## src/rtl/hazard_unit.sv

```systemverilog
// -----------------------------------------------------------------------------
// hazard_unit
//
// Forwarding-select, Tnew/Tuse stall generation and multiply/divide busy
// tracking for the 5-stage D/E/M/W pipeline. Sits beside the pipeline
// registers and drives the forwarding muxes, the F/D enable, the D/E bubble
// insert and the MD-unit status.
//
// Ports
//   clk, rst_n          clock (rising edge), asynchronous active-low reset
//   D_A, D_TUSE, D_USE  D-stage source registers, Tuse and read flags (packed,
//                       operand i in [i*AW +: AW] / [i*TW +: TW] / [i])
//   D_MD                D instruction touches HI/LO
//   E_A                 E-stage source registers (packed)
//   M_A2                M-stage store-data register
//   A3_E/M/W, E/M/W_W   destination register and write enable per stage
//   Tnew_E, Tnew_M      cycles until the E/M result is available
//   E_MD_START/E_MD_DIV mult/div issue in E (DIV=1 divide, 0 multiply)
//   F_D                 D forward select per operand: 3 E, 2 M, 1 W, 0 self
//   F_E                 E forward select per operand: 2 M, 1 W, 0 self
//   F_DM                M store data taken from W
//   stall               freeze PC and F/D, bubble into D/E (combinational)
//   md_busy, md_done    MD unit computing / one-cycle result-valid pulse
//   md_ovr              sticky: start issued while the MD unit was busy
//   stall_cnt           saturating count of stall cycles
//
// MD start protocol: E_MD_START is a single-cycle request sampled on the
// rising edge; it is accepted only when the MD counter is idle (zero).
// A request while the counter is non-zero, including the last busy cycle,
// is dropped and latches md_ovr until reset.
// -----------------------------------------------------------------------------
module hazard_unit #(
    parameter int AW       = 5,
    parameter int NSRC     = 2,
    parameter int TW       = 2,
    parameter int MULT_CYC = 5,
    parameter int DIV_CYC  = 10,
    parameter int CNT_W    = 16
) (
    input  logic                 clk,
    input  logic                 rst_n,
    input  logic [NSRC*AW-1:0]   D_A,
    input  logic [NSRC*TW-1:0]   D_TUSE,
    input  logic [NSRC-1:0]      D_USE,
    input  logic                 D_MD,
    input  logic [NSRC*AW-1:0]   E_A,
    input  logic [AW-1:0]        M_A2,
    input  logic [AW-1:0]        A3_E,
    input  logic [AW-1:0]        A3_M,
    input  logic [AW-1:0]        A3_W,
    input  logic                 E_W,
    input  logic                 M_W,
    input  logic                 W_W,
    input  logic [TW-1:0]        Tnew_E,
    input  logic [TW-1:0]        Tnew_M,
    input  logic                 E_MD_START,
    input  logic                 E_MD_DIV,
    output logic [NSRC*2-1:0]    F_D,
    output logic [NSRC*2-1:0]    F_E,
    output logic                 F_DM,
    output logic                 stall,
    output logic                 md_busy,
    output logic                 md_done,
    output logic                 md_ovr,
    output logic [CNT_W-1:0]     stall_cnt
);

    localparam int CMAX = (MULT_CYC > DIV_CYC) ? MULT_CYC : DIV_CYC;
    localparam int CW   = $clog2(CMAX + 1);

    logic [CW-1:0]    r_md_cnt;
    logic             r_md_done;
    logic             r_md_ovr;
    logic [CNT_W-1:0] r_stall_cnt;

    logic [NSRC*2-1:0] w_fd;
    logic [NSRC*2-1:0] w_fe;
    logic [AW-1:0]     w_da;
    logic [AW-1:0]     w_ea;
    logic              w_data_stall;
    logic              w_md_stall;
    logic              w_md_active;
    logic              w_e_m, w_m_m, w_w_m;

    assign w_md_active = (r_md_cnt != '0);

    // Match rule: a stage supplies operand a only when it writes a non-zero
    // register equal to a ($0 is never forwarded).
    always_comb begin
        w_fd         = '0;
        w_fe         = '0;
        w_da         = '0;
        w_ea         = '0;
        w_e_m        = 1'b0;
        w_m_m        = 1'b0;
        w_w_m        = 1'b0;
        w_data_stall = 1'b0;
        for (int i = 0; i < NSRC; i++) begin
            // D-stage operand: youngest producing stage wins.
            w_da  = D_A[i*AW +: AW];
            w_e_m = (w_da == A3_E) && E_W && (A3_E != '0);
            w_m_m = (w_da == A3_M) && M_W && (A3_M != '0);
            w_w_m = (w_da == A3_W) && W_W && (A3_W != '0);
            if (w_e_m && (Tnew_E == '0))
                w_fd[i*2 +: 2] = 2'd3;
            else if (w_m_m && (Tnew_M == '0))
                w_fd[i*2 +: 2] = 2'd2;
            else if (w_w_m)
                w_fd[i*2 +: 2] = 2'd1;

            // A result not ready by the time the operand is consumed stalls D.
            if (D_USE[i] &&
                ((w_e_m && (Tnew_E > D_TUSE[i*TW +: TW])) ||
                 (w_m_m && (Tnew_M > D_TUSE[i*TW +: TW]))))
                w_data_stall = 1'b1;

            // E-stage operand: only M and W can still supply it.
            w_ea  = E_A[i*AW +: AW];
            w_m_m = (w_ea == A3_M) && M_W && (A3_M != '0);
            w_w_m = (w_ea == A3_W) && W_W && (A3_W != '0);
            if (w_m_m && (Tnew_M == '0))
                w_fe[i*2 +: 2] = 2'd2;
            else if (w_w_m)
                w_fe[i*2 +: 2] = 2'd1;
        end
    end

    // HI/LO users wait while the MD unit is busy or being started in E.
    assign w_md_stall = D_MD && (w_md_active || E_MD_START);

    assign F_D   = w_fd;
    assign F_E   = w_fe;
    assign F_DM  = (M_A2 == A3_W) && W_W && (A3_W != '0);
    assign stall = w_data_stall || w_md_stall;

    always_ff @(posedge clk or negedge rst_n) begin
        if (!rst_n) begin
            r_md_cnt    <= '0;
            r_md_done   <= 1'b0;
            r_md_ovr    <= 1'b0;
            r_stall_cnt <= '0;
        end else begin
            // Done pulses in the cycle after the counter's final 1->0 step.
            r_md_done <= (r_md_cnt == CW'(1));
            if (w_md_active) begin
                r_md_cnt <= r_md_cnt - CW'(1);
                if (E_MD_START)
                    r_md_ovr <= 1'b1;
            end else if (E_MD_START) begin
                r_md_cnt <= E_MD_DIV ? CW'(DIV_CYC) : CW'(MULT_CYC);
            end
            if (stall && (r_stall_cnt != {CNT_W{1'b1}}))
                r_stall_cnt <= r_stall_cnt + CNT_W'(1);
        end
    end

    assign md_busy   = w_md_active;
    assign md_done   = r_md_done;
    assign md_ovr    = r_md_ovr;
    assign stall_cnt = r_stall_cnt;

endmodule
```

## config.mk

```make
export PLATFORM = sky130hd
export DESIGN_NAME = hazard_unit
export DESIGN_NICKNAME = d
export VERILOG_FILES = /design/src/rtl/hazard_unit.sv
export SDC_FILE = /design/constraint.sdc
export NUM_CORES = 1
export LEC_CHECK = 0
export CELL_PAD_IN_SITES_DETAIL_PLACEMENT = 0
export CELL_PAD_IN_SITES_GLOBAL_PLACEMENT = 1
export CORE_MARGIN = 1.5
export CORE_UTILIZATION = 36
export CTS_BUF_LIST = sky130_fd_sc_hd__clkbuf_4
export CTS_CLUSTER_DIAMETER = 60
export DETAILED_ROUTE_END_ITERATION = 8
export GPL_TIMING_DRIVEN = 0
export PLACE_DENSITY_LB_ADDON = 0.25
export SYNTH_ARGS = -nofsm -noshare
export SYNTH_HDL_FRONTEND = slang
export SYNTH_SLANG_ARGS = --single-unit
```

## constraint.sdc

```tcl
create_clock -name clk -period 7.2 [get_ports clk]
set_clock_uncertainty 0.1 [all_clocks]
set_input_delay 0.72 -clock clk [delete_from_list [all_inputs] [get_ports clk]]
set_output_delay 0.72 -clock clk [all_outputs]
set_load 0.005 [all_outputs]
```

==> results of run 1 <==
worst min-delay path by stage:
stage / slack (ns) / depth (start not counted) / to / from
floorplan: 0.32 / 0 / md_done$_DFF_PN0_ / rst_n
global placement: 0.36 / 1 / md_ovr$_DFFE_PN0P_ / md_ovr$_DFFE_PN0P_
detailed placement: 0.35 / 1 / md_ovr$_DFFE_PN0P_ / md_ovr$_DFFE_PN0P_
CTS: 0.38 / 1 / md_ovr$_DFFE_PN0P_ / md_ovr$_DFFE_PN0P_
global route: 0.40 / 1 / md_ovr$_DFFE_PN0P_ / md_ovr$_DFFE_PN0P_
finish: 0.37 / 1 / md_ovr$_DFFE_PN0P_ / md_ovr$_DFFE_PN0P_
routing by layer:
metal / up-vias / global-route usage, % / part of all wire [%]
met5: - / 0 / 0
met3: 4 / 3.26 / 4.6
met1: 907 / 25.5 / 48
li1: 1013 / - / -
met4: 0 / 2.41 / 0.61
met2: 42 / 28.5 / 46
stage by stage:
stage	hold slack, ns	area (um2)
6_report	0.372	3090
5_1_grt	0.402	3090
4_1_cts	0.380	3090
3_5_place_dp	0.351	3070
3_3_place_gp	0.357	3070
2_1_floorplan	0.324	2210
cell usage after synthesis:
cell type	count
xor2_1	35
xnor2_1	32
dfrtp_1	22
nand2_1	16
nand3_1	16
ha_1	11
inv_1	10
o21ai_0	8
nor4_1	7
or4_1	7
a211oi_1	6
clkbuf_1	6
a2111oi_2	5
buf_2	5
nor2_1	5
nor2b_1	5
o211ai_1	5
and3_1	3
mux2_4	3
nor3_1	3
or3_1	3
a211oi_2	2
a21oi_1	2
and2_1	2
nand4_1	2
o31ai_1	2
a2111oi_4	1
a21o_1	1
a21oi_2	1
buf_4	1
buf_6	1
buf_8	1
mux2_2	1
nand2b_1	1
nor2_4	1
nor4_2	1
o2111ai_1	1
o21a_1	1
o21ai_1	1
o21ai_2	1
o22ai_1	1
o311a_4	1
or2_2	1
or4_4	1
kinds of logic after synthesis:
kind of cell / share of synthesized area, %
AO/OA/AOI/OAI: 15.8
multiplexers: 2.55
buffers and inverters: 5.38
flip-flops: 24.9
AND/OR/NAND/NOR: 18.6
XOR/XNOR: 26.5
adder cells (fa/ha/maj): 6.23
registers in the layout, indices dropped and copies added, names as in the netlist:
| signal | flops |
|---|---|
| r_md_cnt | 4 |
| md_ovr | 1 |
| stall_cnt | 16 |
| md_done | 1 |
area by class of cell:
type	count	area (um2)	share of cell area [%]
plain buffers	14	81.3	2.63
clock buffers	3	22.5	0.729
inverters	10	37.5	1.22
multi-input cells	195	1540	49.9
flip-flops and latches	22	551	17.8
well taps	75	93.8	3.04
repair buffers	76	761	24.6
report_power, final:
part           leakage, uW  internal, uW  switching, uW
clock network    0.0000138          19.5           37.7
registers         0.000268           160           45.4
logic             0.000898           138           98.9
total              0.00118           317            182
==> results by group, run 1 <==
Critical path
  • Critical-path cell list: clkdlybuf4s50_1, or4_1, o21ai_1, or4_1, o311a_4, buf_8, nand2_1, clkdlybuf4s50_1
  • Crit path max-delay family: buffers and inverters
  • Critical R2R Capture: stall_cnt[1]$_DFFE_PN0P_
  • CP Data Arrival Time: 3.12 ns
  • R2R cell count: 7
  • Slowest stage delay, CP: 0.53 ns
  • Stages on the worst setup path: 8
  • Critical path origin: A3_E[1]
  • Slowest CP cell: or4_1
  • Critical path buffer and inverter count: 3
  • R2R Path Start: stall_cnt[0]$_DFFE_PN0P_
  • Crit start category: input pin
  • Crit. End Element: output port
  • WP data required: 6.38 ns
  • Flop2flop setup slack: 4.49 ns
  • Crit-path max FO: 10
  • CP Class: input pin to output port
  • Crit path capture: stall

Place
  • Port bufs: 76
  • Gpl congestion: just under 0.8
  • Cells after DPL: just under 400
  • Dpl hpwl: 4660 um
  • Pre-CTS setup slack: 3.26 ns

STA
  • RSZ-0062 raised after global routing: no
  • Final setup viols: 0
  • Post-route setup TNS: 0 ns
  • Fin. Hold Viols: 0
  • Worst Tran Pin Value: about 1.0 ns
  • Final WS setup: 3.26 ns
  • Top achievable clock speed: 253 MHz
  • Final period util: 54.8%
  • Post-route minimum period: around 3.9 ns
  • Relative slew margins: between 30 and 40%
  • Pins Over Slew Limit: 0

Clock tree
  • TritonCTS buffer count: 3
  • Clock Sinks: 22
  • Skew-Pair Late Insertion Delay: 0.31 ns
  • Setup Buffers After CTS: 0
  • Resized cells post-CTS: 0
  • H-tree levels: 1
  • Clock-pin transition on the worst setup and hold timing paths: 0.12 ns
  • Cts hold-fix bufs: 0
  • CTS tree: built
  • Root Driver: clkbuf_4
  • Clock buffer depth: 2

Synth
  • Synth area leaders: dfrtp_1, xor2_1, xnor2_1
  • Sequential fraction of the synthesis area: 24.9%
  • Synth area leader: dfrtp_1
  • Yosys top cell area share: about a quarter
  • Synth Instances: 241
  • Syn nets: 310
  • Seq cells post-synth: 22
  • Ys Warns: 0
  • Avg Cell Area, Syn: 9.17 um2
  • Unique masters post-synth: 44
  • Mapped cell area: 2210 um2

Die
  • Area of the die: between 6000 and 7000 um2
  • Initial Util: between 30% and 40%
  • Die Y: 81.4 um
  • Floorplan core area: ~5900 um2
  • Die W: between 80 and 90 um
  • Cell row count: 28
  • Ports: a little under 90

Final layout
  • Layout cells sized above 1: under 10%
  • Most common cell after layout, fill and taps aside: clkdlybuf4s50_1
  • Diode count: 0
  • Finished Layout Cells: about 400
  • Nets: 391
  • Area Overhead vs Synth: 39.7%
  • Final core utilization: 52.2%
  • Fill cells: 588
  • Commonest cells after routing, fill and taps aside: clkdlybuf4s50_1, xor2_1, xnor2_1

Job
  • MaxCap Viol Count: 0

Pwr
  • Pwr per Cell Area: approximately 160 nW/um2
  • Pwr Total: approximately 500 uW
  • Leak Pwr: about 0.0012 uW
  • Peak supply drop: 0.145 mV

GRT
  • Tot GR Track Use: 17.9%
  • Pin count of the biggest net entering global routing: 23
  • First-pass GRT wire length: 9200 um
  • Vias in the first global route: 1884
  • Total gr overflow: 0
  • Initial antenna violation count: 0

Route
  • Routed wire length per instance: 14.6 um
  • DR iter-0 viols: 40
  • Via/cell ratio: roughly 5
  • Vias: between 1500 and 2000
  • First drt pass iteration count: 4
  • DRC: 0
  • Post-Route WL: 5780 um
  • Post-route antenna net violation count: 0

Hold path
  • Hold/Removal Path Class: flop to flop

Run status
  • Outcome: completed
(Power assumes the default switching activity.)
==> run 2, diff against run 1 <==
--- a/config.mk
+++ b/config.mk
@@ -8,7 +8,7 @@
 export CELL_PAD_IN_SITES_DETAIL_PLACEMENT = 0
 export CELL_PAD_IN_SITES_GLOBAL_PLACEMENT = 1
 export CORE_MARGIN = 1.5
-export CORE_UTILIZATION = 36
+export CORE_UTILIZATION = 33
 export CTS_BUF_LIST = sky130_fd_sc_hd__clkbuf_4
 export CTS_CLUSTER_DIAMETER = 60
 export DETAILED_ROUTE_END_ITERATION = 8
==> constraint.sdc (replaced) <==
create_clock -name clk -period 3.8 [get_ports clk]
set_clock_uncertainty 0.1 [all_clocks]
set_input_delay 0.38 -clock clk [delete_from_list [all_inputs] [get_ports clk]]
set_output_delay 0.38 -clock clk [all_outputs]
set_load 0.005 [all_outputs]
==> results by group, run 2 (synthesis results as in run 1) <==
Run status
  • Outcome: complete, but fails checks
  • Failing checks: design-rule violations

Route
  • Routed wire length per instance: 14.5 um (-0.85%)
  • Vias: 2012 (+2.3%)
  • Via/cell ratio: 5.07 (+1.8%)
  • DR iter-0 viols: 72 (+80%)
  • Post-route antenna net violation count: 0 (unchanged)
  • Post-Route WL: 5760 um (-0.35%)
  • First drt pass iteration count: 7 (+3)
  • DRC: 3 (+3)

STA
  • Post-route minimum period: between 3 and 4 ns
  • Final setup viols: 0 (unchanged)
  • Pins Over Slew Limit: 0 (unchanged)
  • Fin. Hold Viols: 0 (unchanged)
  • Min Hold Slack: 0.372 ns (-0.000345 ns)
  • Top achievable clock speed: 304 MHz
  • Relative slew margins: 30.5% (-2.7 points)
  • Post-route setup TNS: 0 ns (unchanged)
  • Final period util: 86.5%
  • Worst Tran Pin Value: 1.04 ns (+0.0406 ns)
  • RSZ-0062 raised after global routing: no

Final layout
  • Fill cells: 634 (+7.8%)
  • Commonest cells after routing, fill and taps aside: clkdlybuf4s50_1, xor2_1, xnor2_1
  • Diode count: 0 (unchanged)
  • Layout cells sized above 1: 9.38% (unchanged)
  • Final core utilization: 48.1% (-4.0 points)
  • Area Overhead vs Synth: 39.8% (about the same)
  • Nets: 391 (unchanged)
  • Finished Layout Cells: 397 (+0.51%)
  • Largest register FFs: 16 (unchanged)
  • Most common cell after layout, fill and taps aside: clkdlybuf4s50_1

Die
  • Initial Util: 34.4% (-2.9 points)
  • Floorplan core area: 6420 um2 (+8.5%)
  • Die W: 84.9 um (+4.3%)
  • Cell row count: 29 (+3.6%)
  • Area of the die: 7200 um2 (+8.7%)
  • Die Y: 84.9 um (+4.3%)
  • Ports: 87 (unchanged)

Place
  • Dpl hpwl: 4650 um (-0.25%)
  • Cells after DPL: 394 (+0.51%)
  • Gpl congestion: 0.766 (-0.53%)
  • Port bufs: 76 (unchanged)

Pwr
  • Net Sw Power: 339 uW (+86%)
  • Pint: 602 uW (+90%)
  • Leak Pwr: 0.00118 uW (unchanged)
  • Combinational group share of total power: 48.0% (+0.5 points)
  • Sw Ratio: 36.0% (-0.45 points)
  • Pwr per Cell Area: 305 nW/um2 (+88%)
  • Flop pwr share: 40.7% (-0.4 points)
  • Clock power share: 11.2% (-0.3 points)
  • Peak supply drop: 0.332 mV (+130%)

Critical path
  • CP Data Arrival Time: 2.81 ns (-0.31 ns)
  • Crit. End Element: output port
  • Crit start category: input pin
  • WP data required: 3.32 ns (-3.06 ns)
  • Crit-path max FO: 10 (unchanged)
  • CP Class: input pin to output port
  • Flop2flop setup slack: 1.15 ns (-3.34 ns)

GRT
  • Pin count of the biggest net entering global routing: 23 (unchanged)
  • Vias in the first global route: 1941 (+3.0%)
  • Tot GR Track Use: 16.4% (-1.5 points)
  • Initial antenna violation count: 0 (unchanged)
  • Total gr overflow: 0 (unchanged)
  • First-pass GRT wire length: 9540 um (+3.6%)

Clock tree
  • TritonCTS buffer count: 3 (unchanged)
  • Resized cells post-CTS: 0 (unchanged)
  • Setup Buffers After CTS: 0 (unchanged)
  • Skew-Pair Late Insertion Delay: 0.31 ns (about the same)
  • Clock Sinks: 22 (unchanged)
  • Root Driver: clkbuf_4
  • Clock buffer depth: 2 (unchanged)
  • H-tree levels: 1 (unchanged)
  • CTS tree: built
  • Clock-pin transition on the worst setup and hold timing paths: 0.12 ns (about the same)
  • Cts hold-fix bufs: 0 (unchanged)

Hold path
  • Hold/Removal Path Class: flop to flop

Job
  • MaxCap Viol Count: 0 (unchanged)
## run 2: cell counts in the layout (fill, tap and decap cells not counted)
Identical to the previous run, type by type.
## run 2: stage by stage
stage | setup WS [ns] | power, uW | cell area, um2
floorplan | 1.40 | 619 | 2210
detailed placement | 0.492 | 846 | 3070
global placement | 0.506 | 838 | 3070
finish | 0.514 | 941 | 3090
CTS | 0.487 | 958 | 3090
global route | 0.378 | 1030 | 3090
## run 2: metal layers
metal	share of wire, %	track usage (%)	vias to the layer above	wire, um
li1	-	-	1014	-
met1	48	23.6	936	2760
met2	46	26.3	58	2660
met3	5.3	3.02	4	304
met4	0.63	2.38	0	36
met5	0	0	-	0
## run 2: final cells by class
class / instances / area, um2 / share of cell area [%]
inverter: 10 / 37.5 / 1.21
buffer: 14 / 81.3 / 2.63
multi-input combinational: 195 / 1540 / 49.9
sequential: 22 / 551 / 17.8
tap: 77 / 96.3 / 3.12
timing repair buffer: 76 / 761 / 24.6
clock buffer: 3 / 22.5 / 0.729
## run 2: path summary, 6_finish.rpt
kind,startpoint,end,cells after the start
max in group asynchronous,rst_n,stall_cnt[4]$_DFFE_PN0P_,1
min in group asynchronous,rst_n,r_md_cnt[3]$_DFFE_PN0N_,1
min reg2reg,md_ovr$_DFFE_PN0P_,md_ovr$_DFFE_PN0P_,1
max,A3_E[1],stall,8
min,md_ovr$_DFFE_PN0P_,md_ovr$_DFFE_PN0P_,1
max reg2reg,stall_cnt[0]$_DFFE_PN0P_,stall_cnt[1]$_DFFE_PN0P_,7
## run 2: worst max-delay path, cell delays in order
cell             delay, ns
clkdlybuf4s50_1       0.48
or4_1                 0.54
o21ai_1               0.27
or4_1                 0.19
o311a_4               0.30
buf_8                 0.16
nand2_1               0.06
clkdlybuf4s50_1       0.44
## run 2: power by group through the flow
stage	Sequential, uW	Clock (uW)	Combinational [uW]
2_1_floorplan	379	0	240
3_3_place_gp	390	0	448
3_5_place_dp	390	0	456
4_1_cts	385	115	458
5_1_grt	398	125	507
6_report	383	106	452
==> run 3, diff against run 2 <==
--- a/config.mk
+++ b/config.mk
@@ -8,12 +8,12 @@
 export CELL_PAD_IN_SITES_DETAIL_PLACEMENT = 0
 export CELL_PAD_IN_SITES_GLOBAL_PLACEMENT = 1
 export CORE_MARGIN = 1.5
-export CORE_UTILIZATION = 33
-export CTS_BUF_LIST = sky130_fd_sc_hd__clkbuf_4
+export CORE_UTILIZATION = 32
 export CTS_CLUSTER_DIAMETER = 60
 export DETAILED_ROUTE_END_ITERATION = 8
 export GPL_TIMING_DRIVEN = 0
 export PLACE_DENSITY_LB_ADDON = 0.25
+export SKIP_CTS_REPAIR_TIMING = 1
 export SYNTH_ARGS = -nofsm -noshare
 export SYNTH_HDL_FRONTEND = slang
 export SYNTH_SLANG_ARGS = --single-unit
==> results by group, run 3 (synthesis results as in run 1) <==
Critical path
  • CP Class: input pin to output port
  • Crit. End Element: output port
  • WP data required: 3.32 ns (about the same)
  • Crit start category: input pin
  • R2R Path Start: stall_cnt[0]$_DFFE_PN0P_
  • Crit-path max FO: 10 (unchanged)
  • Critical path origin: A3_E[2]
  • CP Data Arrival Time: 2.78 ns (-0.03 ns)

Pwr
  • Pwr per Cell Area: 324 nW/um2 (+6.3%)
  • Pwr Total: 1010 uW (+7.6%)
  • Net Sw Power: 355 uW (+4.7%)
  • Pint: 658 uW (+9.2%)
  • Clock power share: 16.9% (+5.7 points)
  • Sw Ratio: 35.0% (-0.97 points)
  • Peak supply drop: 0.286 mV (-14%)
  • Leak Pwr: 0.00119 uW (+1.3%)
  • Combinational group share of total power: 45.0% (-3.0 points)
  • Flop pwr share: 38.1% (-2.6 points)

Die
  • Ports: 87 (unchanged)
  • Die W: 86.1 um (+1.5%)
  • Die Y: 86.1 um (+1.5%)
  • Floorplan core area: 6720 um2 (+4.6%)
  • Cell row count: 30 (+3.4%)
  • Area of the die: 7420 um2 (+3.0%)
  • Initial Util: 32.9% (-1.5 points)

Clock tree
  • CTS tree: built
  • Skew-Pair Late Insertion Delay: 0.26 ns (-0.05 ns)
  • Root Driver: clkbuf_8
  • TritonCTS buffer count: 3 (unchanged)
  • H-tree levels: 1 (unchanged)
  • Clock-pin transition on the worst setup and hold timing paths: 0.08 ns (-0.04 ns)
  • Clock Sinks: 22 (unchanged)
  • Clock buffer depth: 2 (unchanged)

GRT
  • Tot GR Track Use: 16.3% (-0.073 points)
  • Total gr overflow: 0 (unchanged)
  • Vias in the first global route: 1936 (-0.26%)
  • First-pass GRT wire length: 9740 um (+2.1%)
  • Initial antenna violation count: 0 (unchanged)
  • Pin count of the biggest net entering global routing: 23 (unchanged)

Route
  • First drt pass iteration count: 4 (-3)
  • Routed wire length per instance: 14.7 um (+1.3%)
  • Vias: 1985 (-1.3%)
  • Post-Route WL: 5890 um (+2.3%)
  • DR iter-0 viols: 59 (-18%)
  • Post-route antenna net violation count: 0 (unchanged)
  • DRC: 0 (-3)
  • Via/cell ratio: 4.95 (-2.3%)

Hold path
  • Hold path startpoint: md_ovr$_DFFE_PN0P_
  • Hold/Removal Path Class: flop to flop

Final layout
  • Commonest cells after routing, fill and taps aside: clkdlybuf4s50_1, xor2_1, xnor2_1
  • Diode count: 0 (unchanged)
  • Finished Layout Cells: 401 (+1.0%)
  • Final instance area: 3130 um2 (+1.2%)
  • Area Overhead vs Synth: 41.4%
  • Nets: 391 (unchanged)
  • Layout cells sized above 1: 9.66% (+0.28 points)
  • Largest register FFs: 16 (unchanged)
  • Most common cell after layout, fill and taps aside: clkdlybuf4s50_1
  • Fill cells: 655 (+3.3%)

STA
  • Final setup viols: 0 (unchanged)
  • Final period util: 85.7% (-0.76 points)
  • Relative slew margins: 31.3% (+0.80 points)
  • Min Hold Slack: 0.372 ns (-0.000282 ns)
  • Pins Over Slew Limit: 0 (unchanged)
  • Worst Tran Pin Value: 1.03 ns (-0.0120 ns)
  • Top achievable clock speed: 307 MHz (+0.88%)
  • RSZ-0062 raised after global routing: no
  • Post-route setup TNS: 0 ns (unchanged)
  • Fin. Hold Viols: 0 (unchanged)
  • Post-route minimum period: 3.26 ns (-0.0288 ns)

Place
  • Cell Area, Placed: 3070 um2 (+0.12%)
  • Cells after DPL: 397 (+0.76%)
  • Port bufs: 76 (unchanged)
  • Gpl congestion: 0.741 (-3.3%)
  • Dpl hpwl: 4730 um (+1.7%)

Job
  • MaxCap Viol Count: 0 (unchanged)

Run status
  • Outcome: completed
## run 3: worst paths after layout
| path | endpoint | depth (start not counted) | slack [ns] |
|---|---|---|---|
| max | stall | 8 | 0.54 |
| min | md_ovr$_DFFE_PN0P_ | 1 | 0.37 |
| max reg2reg | stall_cnt[1]$_DFFE_PN0P_ | 7 | 1.14 |
| min reg2reg | md_ovr$_DFFE_PN0P_ | 1 | 0.37 |
| max in group asynchronous | stall_cnt[6]$_DFFE_PN0P_ | 1 | 2.41 |
| min in group asynchronous | r_md_cnt[0]$_DFFE_PN0N_ | 1 | 0.58 |
## run 3: per-layer routing
metal | global-route usage (%) | vias up | routed length [um]
met5 | 0 | - | 0
met4 | 1.76 | 0 | 18
met3 | 3.18 | 2 | 279
met2 | 25.7 | 46 | 2670
met1 | 23.9 | 926 | 2920
li1 | - | 1011 | -
## run 3: final cells by class
class                           instances  area [um2]  share of cell area, %
Sequential cell                        22         551                   17.6
Multi-Input combinational cell        195        1540                   49.3
Tap cell                               80         100                   3.20
Inverter                               10        37.5                   1.20
Clock buffer                            4        55.1                   1.76
Buffer                                 14        81.3                   2.60
Timing Repair Buffer                   76         761                   24.3
## run 3: critical path, cell delays in order
cell	delay, ns
clkdlybuf4s50_1	0.48
or4_1	0.52
o21ai_1	0.27
or4_1	0.18
o311a_4	0.29
buf_8	0.16
nand2_1	0.05
clkdlybuf4s50_1	0.44
## run 3: stage by stage
step                setup WS (ns)  util, %
floorplan                    1.40        -
global placement            0.537     45.7
detailed placement          0.545     45.7
CTS                         0.534     46.5
global route                0.409     46.5
finish                      0.543     46.5
## run 3: power groups by stage
stage	registers, uW	clock network (uW)	logic [uW]
finish	385	171	456
global route	404	188	506
CTS	386	177	463
detailed placement	390	0	460
global placement	390	0	451
floorplan	379	0	240
